**config.mk**
```make
export PLATFORM = sky130hd
export DESIGN_NAME = valu_vector_sequencer
export DESIGN_NICKNAME = d
export VERILOG_FILES = /design/src/rtl/valu_vector_sequencer.sv
export SDC_FILE = /design/constraint.sdc
export NUM_CORES = 1
export LEC_CHECK = 0
export BUFFER_PORTS_ARGS = -buffer_cell sky130_fd_sc_hd__buf_2
export CORE_MARGIN = 2
export CORE_UTILIZATION = 54
export DETAILED_ROUTE_END_ITERATION = 16
export PLACE_DENSITY = 0.81
export SLEW_MARGIN = 20
export SYNTH_ARGS = -nofsm -noshare
export SYNTH_HDL_FRONTEND = slang
export SYNTH_SLANG_ARGS = --single-unit
```
**constraint.sdc**
```tcl
create_clock -name clk -period 2.6 [get_ports clk]
set_clock_uncertainty 0.2 [all_clocks]
set_input_delay 0.52 -clock clk [delete_from_list [all_inputs] [get_ports clk]]
set_output_delay 0.52 -clock clk [all_outputs]
set_load 0.05 [all_outputs]
```
**src/rtl/valu_vector_sequencer.sv**
```systemverilog
`default_nettype none
// ============================================================================
// Module   : valu_vector_sequencer
// Purpose  : Splits one vector command into 4-lane beats for the VALU.
// Revision : 1.0 - initial release
// ============================================================================
module valu_vector_sequencer #(
  parameter  int N       = 32,
  parameter  int MAX_VL  = 64,
  parameter  int ADDR_W  = 5,
  localparam int c_VL_W  = $clog2(MAX_VL) + 1
) (
  input  logic              clk,
  input  logic              rst_n,
  input  logic              cmd_valid,
  output logic              cmd_ready,
  input  logic [3:0]        cmd_op,
  input  logic              cmd_reroute_sel,
  input  logic [2:0]        cmd_reroute_code,
  input  logic [c_VL_W-1:0] cmd_vl,
  input  logic [ADDR_W-1:0] cmd_src0,
  input  logic [ADDR_W-1:0] cmd_src1,
  input  logic [ADDR_W-1:0] cmd_dst,
  output logic              rd_en,
  output logic [ADDR_W-1:0] rd_addr0,
  output logic [ADDR_W-1:0] rd_addr1,
  output logic [3:0]        ALU_op_E,
  output logic              rerouting_select,
  output logic [2:0]        rerouting_code,
  output logic              wb_valid,
  input  logic              wb_ready,
  output logic [ADDR_W-1:0] wb_addr,
  output logic [3:0]        wb_mask,
  output logic              busy,
  output logic              done
);

  if ((MAX_VL % 4) != 0 || N < 1) begin : g_param_check
    $error("valu_vector_sequencer: MAX_VL must be a multiple of 4 and N positive");
  end

  typedef enum logic [1:0] {
    S_IDLE  = 2'd0,
    S_ISSUE = 2'd1,
    S_DRAIN = 2'd2
  } state_t;

  state_t              r_state;
  logic [c_VL_W-1:0]   r_grp;
  logic [c_VL_W-1:0]   r_last_grp;
  logic [ADDR_W-1:0]   r_src0;
  logic [ADDR_W-1:0]   r_src1;
  logic [ADDR_W-1:0]   r_dst;
  logic [3:0]          r_last_mask;

  logic [c_VL_W-1:0]   w_vl;
  logic [c_VL_W-1:0]   w_groups;
  logic [3:0]          w_tail_mask;
  logic                w_accept;
  logic                w_rd_fire;
  logic                w_wb_fire;
  logic                w_last_rd;

  assign w_vl        = (cmd_vl > c_VL_W'(MAX_VL)) ? c_VL_W'(MAX_VL) : cmd_vl;
  assign w_groups    = (w_vl + c_VL_W'(3)) >> 2;
  assign w_tail_mask = (w_vl[1:0] == 2'd0) ? 4'b1111 : 4'((4'd1 << w_vl[1:0]) - 4'd1);

  assign cmd_ready = (r_state == S_IDLE) && !done;
  assign w_accept  = cmd_valid && cmd_ready;
  assign w_wb_fire = wb_valid && wb_ready;
  // A read may only issue when the output stage is free this cycle, so the
  // stalled beat's operands stay on the register-file read port.
  assign w_rd_fire = (r_state == S_ISSUE) && (!wb_valid || wb_ready);
  assign w_last_rd = (r_grp == r_last_grp);

  assign rd_en    = w_rd_fire;
  assign rd_addr0 = rerouting_select ? r_src0 : r_src0 + ADDR_W'(r_grp);
  assign rd_addr1 = r_src1 + ADDR_W'(r_grp);

  always_ff @(posedge clk or negedge rst_n) begin
    if (!rst_n) begin
      r_state          <= S_IDLE;
      r_grp            <= '0;
      r_last_grp       <= '0;
      r_src0           <= '0;
      r_src1           <= '0;
      r_dst            <= '0;
      r_last_mask      <= '0;
      ALU_op_E         <= '0;
      rerouting_select <= 1'b0;
      rerouting_code   <= '0;
      wb_valid         <= 1'b0;
      wb_addr          <= '0;
      wb_mask          <= '0;
      busy             <= 1'b0;
      done             <= 1'b0;
    end else begin
      done <= 1'b0;
      case (r_state)
        S_IDLE: begin
          if (w_accept) begin
            ALU_op_E         <= cmd_op;
            rerouting_select <= cmd_reroute_sel;
            rerouting_code   <= cmd_reroute_code;
            r_src0           <= cmd_src0;
            r_src1           <= cmd_src1;
            r_dst            <= cmd_dst;
            r_grp            <= '0;
            r_last_grp       <= w_groups - c_VL_W'(1);
            r_last_mask      <= w_tail_mask;
            if (w_vl != '0) begin
              r_state <= S_ISSUE;
              busy    <= 1'b1;
            end else begin
              done <= 1'b1;
            end
          end
        end
        S_ISSUE: begin
          if (w_wb_fire) begin
            wb_valid <= 1'b0;
          end
          if (w_rd_fire) begin
            wb_valid <= 1'b1;
            wb_addr  <= r_dst + ADDR_W'(r_grp);
            wb_mask  <= w_last_rd ? r_last_mask : 4'b1111;
            r_grp    <= r_grp + c_VL_W'(1);
            if (w_last_rd) begin
              r_state <= S_DRAIN;
            end
          end
        end
        S_DRAIN: begin
          if (w_wb_fire) begin
            wb_valid <= 1'b0;
            busy     <= 1'b0;
            done     <= 1'b1;
            r_state  <= S_IDLE;
          end
        end
        default: r_state <= S_IDLE;
      endcase
    end
  end

endmodule
`default_nettype wire

```
# == Word level (Yosys, flattened, before mapping) ==
# Cells that the tools add are included.
# word_totals
out_inout_bits,32
ram_bits,0
ff_bits,55
latchBits,0
memories,0
in_bits,34
rom_bits,0
# op_classes
bitwise_logic,0
order_cmp,1
n_mux,24
div,0
n_addsub,7
n_mul,0
n_shift,1
n_eq_ne,8
reduce_logical,18
# op_table
cell,n
$mux W7,3
$add A5 B5 Y5,3
$pmux W7 S2,1
$mux W2,5
$mux W1,8
$mux W4,2
$ne A2 B2 Y1 const B,4
$add A7 B1 Y7 const B,1
$add A7 B2 Y7 const B,1
$eq A7 B7 Y1,1
$gt A7 B7 Y1 const B,1
$reduce_bool A7 Y1,1
$pmux W1 S2,3
$pmux W2 S3,1
$reduce_bool A2 Y1,3
$sub A5 B1 Y6 const B,1
$mux W5,1
$reduce_and A5 Y1,1
$logic_and A1 B1 Y1,4
$logic_not A2 Y1,2
$reduce_and A2 Y1,2
$reduce_and A4 Y1,1
$shl A1 B2 Y4 const A,1
$sub A4 B1 Y4 const B,1
other kinds (6),7

# == Depth between registers and ports, before layout ==
# Gate-level depths: netlist of run 1.
# logic_depth
depth_word,6
depth_mapped,8

# == Worst setup path after synthesis of run 1 ==
# Ideal clock, no wire load.
# synth_path
path_kind,reg-to-output
startpoint,register r_grp[0]
endpoint,output rd_addr0[4]
path_stages_with_launch,9
t_arrival_ps,2342
path_buffers,0
setup_slack_ps,-462
path_cell_list,dfrtp_1 -> ha_1 -> inv_1 -> fa_1 -> nor2b_1 -> o21ai_0 -> nor3b_1 -> nor3_1 -> xor2_1
# synth_via
elab_chain_cells,2
# synth_lines
element,line_no,rtl
from (decl),49,logic [c_VL_W-1:0] r_grp;
from (signal assigned),127,r_grp <= r_grp + c_VL_W'(1);
$add A5 B5 Y5,77,assign rd_addr0 = rerouting_select ? r_src0 : r_src0 + ADDR_W'(r_grp);
$mux W5,77,
to (decl),25,"output logic [ADDR_W-1:0] rd_addr0,"
# Every way passes these cells.

# == Final worst setup path of run 1 ==
# layout_path
startpoint,register r_src0[0]
endpoint,output rd_addr0[4]
# layout_via
elab_chain_cells,2
# layout_lines
element,line_no,rtl
from (decl),51,logic [ADDR_W-1:0] r_src0;
from (signal assigned),105,r_src0 <= cmd_src0;
$add A5 B5 Y5,77,
$mux W5,77,
# Every way passes these cells.

==> flow_metrics.env, run 1 <==
export IMPL_cts_root_buf="clkbuf_8"
export IMPL_yosysMostFrequentCell="dfrtp_1"
export IMPL_period_share_pct=111.4
export IMPL_drive_gt1_share_pct=38.83
export IMPL_grt_max_degree=31
export IMPL_p_int_mw=2.664
export IMPL_status="finished with violations"
export IMPL_worstPathArrival_ps=2180
export IMPL_diodes=0
export IMPL_syn_inst=274
export IMPL_yosys_top_cells_area="dfrtp_1 46%, mux2_2 10%, ha_1 8.4%"
export IMPL_layout_cells_non_filler=428
export IMPL_dieArea_um2=6100
export IMPL_pwr_share_clk_pct=9.0
export IMPL_setup_slack_ps=-297.1
export IMPL_p_switching_mw=2.632
export IMPL_swShare_pct=49.70
export IMPL_netlist_area_leader_share_pct=45.57
export IMPL_leakage_nw=1.781
export IMPL_sequentialPowerShare_pct=27.1
export IMPL_drv_cap=0
export IMPL_synth_edff_count=0
export IMPL_grt_usage_pct=21.16
export IMPL_antenna_found_initial=0
export IMPL_netlist_area_um2=2965
export IMPL_start_util_pct=56.97
export IMPL_synthDistinctLibCells=38
export IMPL_wire_per_inst_um=14.23
export IMPL_synth_seq_cells=54
export IMPL_synth_seq_area_share_pct=45.57
export IMPL_finalHoldViolations=0
export IMPL_place_gp_congestion=0.8312
export IMPL_slew_viol_final=0
export IMPL_synthArstFlopShare_pct=100.0
export IMPL_end_kind="output port"
export IMPL_cts_tree="yes"
export IMPL_avgSynthCellArea_um2=10.82
export IMPL_rows=26
export IMPL_critPathMaxFanout=2
export IMPL_grt_ovfl_total=0
export IMPL_synth_main_ff_cell="dfrtp_1"
export IMPL_max_clock_freq_mhz=345.2
export IMPL_fillers=369
export IMPL_crit_type="flop to output port"
export IMPL_yosys_top_cells_count="54 x dfrtp_1, 27 x mux2_2, 22 x nand2_1"
export IMPL_violations="setup timing"
export IMPL_clk_path_buf_depth=2
export IMPL_p_per_area_nw_per_um2=1421
export IMPL_drt_first_pass_iters=5
export IMPL_start_kind="flop"
export IMPL_clkLatencyLatePin_ps=300
export IMPL_io_pins=66
export IMPL_combPwrFrac_pct=63.9
export IMPL_clk_pin_slew_worst_paths_ps=90
export IMPL_rsz0062_at_grt="true"
export IMPL_setup_tns_ps=-633.7
export IMPL_yosys_warnings=0
export IMPL_viasPerCell=5.336
export IMPL_ant_nets=0
export IMPL_dp_cells=415
export IMPL_hold_buffers=0
export IMPL_grt_pass1_wl_um=10340
export IMPL_synth_largest_area_cell="dfrtp_1"
export IMPL_num_nets_final=414
export IMPL_synthToLayoutAreaGrowth_pct=25.70
export IMPL_first_global_vias=2265
export IMPL_die_h_um=78.11
export IMPL_drt_iter0_drc=75
export IMPL_io_buffers=65
export IMPL_die_w_um=78.11
export IMPL_tightest_slew_ps=596.1
export IMPL_h_tree_depth=2
export IMPL_vias=2284
export IMPL_hp_class="primary input to async pin"
export IMPL_wl_um=6089
export IMPL_dp_hpwl_um=4483
export IMPL_min_period_ps=2897
export IMPL_crit_required_ps=1880
export IMPL_cts_sinks=54
export IMPL_finalSetupViolCount=5
export IMPL_core_area_um2=5205
export IMPL_ir_drop_mv=0.9381
export IMPL_drc=0
export IMPL_slew_headroom_pct=60.26
export IMPL_dp_worst_setup_slack_ps=-83.86
export IMPL_cts_made_buffers=5
export IMPL_syn_nets=331
## sequential cells by signal (all words and copies together) (netlist names), 2 cells and up
name,cells
wb_mask,4
r_last_grp,6
r_src0,5
r_grp,7
r_src1,5
wb_addr,5
r_state,2
r_last_mask,4
r_dst,5
ALU_op_E,4
rerouting_code,3
## cells in the final DEF (no fill, tap or decap), drive strengths merged, types with 5 or more instances in the layout
cell,count
clkbuf,8
a21o,5
mux2,27
xnor2,14
buf,84
nor2,13
dfrtp,54
nand2,22
inv,16
xor2,13
o21ai,19
nor2b,5
ha,20
a21oi,9
nand2b,7
## layer usage
metal | up-vias | global-route usage [%] | wire, µm
met1 | 1101 | 28.73 | 2780
met3 | 8 | 3.678 | 283
li1 | 1108 | - | -
met2 | 67 | 35.69 | 2963
met5 | - | 0 | 0
met4 | 0 | 4.912 | 62
## repair_timing
action                                  4_1_cts  5_1_grt
endpoints found under the setup margin        6        8
gates resized for setup                      19       12
gates cloned                                  0        0
pin swaps                                     3       13
buffers inserted                              1        5
## critical path: stages (launching register included)
cell and delay, ps:
dfrtp_1 360, ha_2 190, inv_2 40, fa_2 330
nor2b_1 150, o21ai_1 110, nor3b_2 170, nor3_2 180
xor2_2 160, buf_6 170
## worst paths after layout
path / start / end / slack, ps / depth (start not counted)
setup / recovery: r_src0[0] / rd_addr0[4] / -300 / 9
hold / removal: rst_n / wb_addr[1] / 6 / 1
setup reg to reg: r_grp[1] / r_state[1] / 300 / 8
hold reg to reg: wb_addr[0] / wb_addr[0] / 290 / 2
max in group asynchronous: rst_n / busy / 1620 / 2
min in group clk: cmd_op[3] / ALU_op_E[3] / 240 / 2
## cell families (layout without fill, tap and decap cells)
logic type	after synthesis	in the layout	synth area share, %
and+or+nand+nor	66	66	11.01
DFF	54	54	45.57
AOI/OAI and AO/OA	50	50	10.84
muxes	29	29	10.93
xor gates and xnor gates	27	27	7.975
buffers and inverters	25	109	3.207
adders and majority gates	23	23	10.46
## cell type report
cell class / count / area [µm²] / share of cell area (%)
multi-input cells: 195 / 1602 / 42.97
flip-flops and latches: 54 / 1351 / 36.25
repair buffers: 85 / 535.5 / 14.37
well taps: 70 / 87.58 / 2.350
clock buffers: 7 / 86.33 / 2.316
inverters: 16 / 60.06 / 1.611
clock inverters: 1 / 5.005 / 0.1343
## stage by stage
step	hold slack (ps)	power (mW)	area, µm²	utilization, %
final	6.464	5.296	3727	71.61
after global routing	48.47	5.665	3727	71.61
after CTS	17.54	5.214	3660	70.31
after detailed placement	266.3	4.581	3495	67.14
after global placement	255.2	4.501	3495	67.14
after floorplan	24.41	3.834	2992	-
## power by group through the flow
stage	sequential (mW)	combinational (mW)	clock, mW
floorplan	1.87	1.97	0
global placement	1.43	3.07	0
detailed placement	1.45	3.13	0
CTS	1.43	3.30	0.487
global route	1.49	3.65	0.521
finish	1.44	3.39	0.475
No activity file was read; power rests on OpenSTA's default activity.
==> run 2, diff against run 1 <==
Settings changed: SKIP_LAST_GASP set to 1, TNS_END_PERCENT set to 1.
==> run 2 against run 1 <==
  * The run still ends with setup timing left
  * Final cell count fell by 1.2%
  * Clock power rose by 19%
  * Fmax fell by 0.58%
  * Via count fell by 0.70%
  * Sequential share of layout area rose by 1.2 points
  * Sequential power barely moved
==> flow_metrics.env, run 2 (same netlist as run 1, synthesis figures left out) <==
export IMPL_worst_r2r_cell_count=7
export IMPL_ant_nets=0
export IMPL_reg2reg_from="r_state[1]"
export IMPL_largestRegisters="r_grp: 7 flops, r_last_grp: 6 flops"
export IMPL_synthToLayoutAreaGrowth_pct=21.77
export IMPL_drt_iter0_drc=97
export IMPL_grt_max_degree=43
export IMPL_largest_register="r_grp"
export IMPL_worstPathArrival_ps=2190
export IMPL_wire_per_inst_um=14.29
export IMPL_endpoint="rd_addr0[4]"
export IMPL_viasPerCell=5.362
export IMPL_num_nets_final=409
export IMPL_first_global_vias=2263
export IMPL_drc=0
export IMPL_min_period_ps=2914
export IMPL_startpoint="r_src0[0]"
export IMPL_design_area_um2=3611
export IMPL_busiest_layer="met2"
export IMPL_crit_path_top_delay_cell="dfrtp_1"
export IMPL_die_h_um=78.11
export IMPL_tightest_slew_ps=609.3
export IMPL_rsz0062_at_grt="true"
export IMPL_vias=2268
export IMPL_status="finished with violations"
export IMPL_h_tree_depth=2
export IMPL_max_clock_freq_mhz=343.2
export IMPL_fillers=405
export IMPL_dieArea_um2=6100
export IMPL_slew_viol_final=0
export IMPL_met3_usage_pct=4.023
export IMPL_slew_headroom_pct=59.31
export IMPL_clk_path_buf_depth=2
export IMPL_antenna_found_initial=0
export IMPL_postPlaceCellArea_um2=3453
export IMPL_path_cells="ha_2 > inv_1 > fa_2 > nor2b_1 > o21ai_1 > nor3b_2 > nor3_2 > xor2_2 > buf_6"
export IMPL_crit_required_ps=1880
export IMPL_met2_usage_pct=36.21
export IMPL_worst_path_buf_inv=2
export IMPL_period_share_pct=112.1
export IMPL_layout_cells_non_filler=423
export IMPL_die_w_um=78.11
export IMPL_ir_drop_mv=0.9669
export IMPL_final_cell_mix="63 x buf_2, 54 x dfrtp_1, 27 x mux2_2"
export IMPL_crit_type="flop to output port"
export IMPL_drive_gt1_share_pct=34.56
export IMPL_rows=26
export IMPL_p_per_area_nw_per_um2=1427
export IMPL_critPathMaxFanout=2
export IMPL_clk_pin_slew_worst_paths_ps=110
export IMPL_cts_root_buf="clkbuf_8"
export IMPL_drv_cap=0
export IMPL_cts_tree="yes"
export IMPL_leakage_nw=1.742
export IMPL_reg2reg_slack_ps=470
export IMPL_dp_cells=412
export IMPL_diodes=0
export IMPL_largest_register_ffs=7
export IMPL_setup_slack_ps=-314.0
export IMPL_drt_first_pass_iters=4
export IMPL_critPathTopFamily="adder cells"
export IMPL_io_pins=66
export IMPL_worst_r2r_endpoint="r_grp[5]"
export IMPL_cp_num_cells=9
export IMPL_cp_slowest_stage_delay_ps=370
export IMPL_grt_pass1_wl_um=10090
export IMPL_final_common_cell="buf_2"
export IMPL_dp_hpwl_um=4573
export IMPL_hp_class="primary input to flop"
export IMPL_io_buffers=65
export IMPL_cts_sinks=54
export IMPL_start_util_pct=56.97
export IMPL_core_area_um2=5205
export IMPL_grt_usage_pct=20.75
export IMPL_end_kind="output port"
export IMPL_grtUsageMet1_pct=26.10
export IMPL_wl_um=6045
export IMPL_violations="setup timing"
export IMPL_dp_worst_setup_slack_ps=-184.7
export IMPL_grt_ovfl_total=0
export IMPL_cts_made_buffers=5
export IMPL_finalHoldViolations=0
export IMPL_start_kind="flop"
export IMPL_finalSetupViolCount=7
export IMPL_hold_path_depth=2
export IMPL_clkLatencyLatePin_ps=310
export IMPL_place_gp_congestion=0.8716
-- run 2: worst min-delay path by stage --
| stage | start | endpoint | slack, ps |
|---|---|---|---|
| global route | cmd_dst[0] | r_dst[0] | 230 |
| detailed placement | r_last_mask[0] | r_last_mask[0] | 260 |
| CTS | cmd_reroute_code[1] | rerouting_code[1] | 230 |
| finish | cmd_dst[0] | r_dst[0] | 230 |
| floorplan | rst_n | ALU_op_E[0] | 20 |
| global placement | r_last_mask[0] | r_last_mask[0] | 260 |
-- run 2: worst reg2reg max path: cells and delay by family, from the launching register on --
| family | cells | cell delay [ps] |
|---|---|---|
| adders and majority gates | 1 | 290 |
| buffers and inverters | 2 | 220 |
| AOI/OAI and AO/OA | 1 | 500 |
| DFF | 1 | 400 |
| and+or+nand+nor | 2 | 290 |
| xor gates and xnor gates | 1 | 180 |
-- run 2: through the flow --
step | hold WS, ps | total power [mW] | setup TNS (ps) | utilization (%)
5_1_grt | 229.4 | 5.480 | -1767 | 69.38
3_3_place_gp | 255.1 | 4.449 | -50.83 | 66.35
3_5_place_dp | 261.3 | 4.544 | -184.7 | 66.35
2_1_floorplan | 24.41 | 3.788 | -991.4 | -
6_report | 231.1 | 5.152 | -955.0 | 69.38
4_1_cts | 230.6 | 5.146 | -972.8 | 69.09
-- run 2: final cells by class --
| type | instances | area, µm² | area share [%] |
|---|---|---|---|
| clock buffer | 5 | 68.82 | 1.906 |
| clock inverter | 3 | 40.04 | 1.109 |
| multi-input combinational | 195 | 1541 | 42.69 |
| tap | 70 | 87.58 | 2.426 |
| inverter | 16 | 60.06 | 1.663 |
| sequential | 54 | 1351 | 37.42 |
| timing repair buffer | 80 | 461.7 | 12.79 |
-- run 2: metal layers --
layer  vias up  wire, µm  share of wire, %
met5         -         0                 0
met4         0        60              0.99
met3         7       247               4.1
met2        56      3058                51
met1      1104      2679                44
li1       1101         -                 -
-- run 2: where the power goes --
part | switching (mW) | leakage, nW | internal, mW
combinational | 2.08 | 1.04 | 1.09
sequential | 0.228 | 0.642 | 1.19
clock | 0.280 | 0.0579 | 0.284
-- run 2: repair_timing --
action	4_1_cts	5_1_grt
hold buffers	1	0
pin swaps	3	3
gates resized for setup	7	3
cloned	0	0
endpoints found under the hold margin	17	0
setup endpoints to repair	6	8
setup buffers	1	1
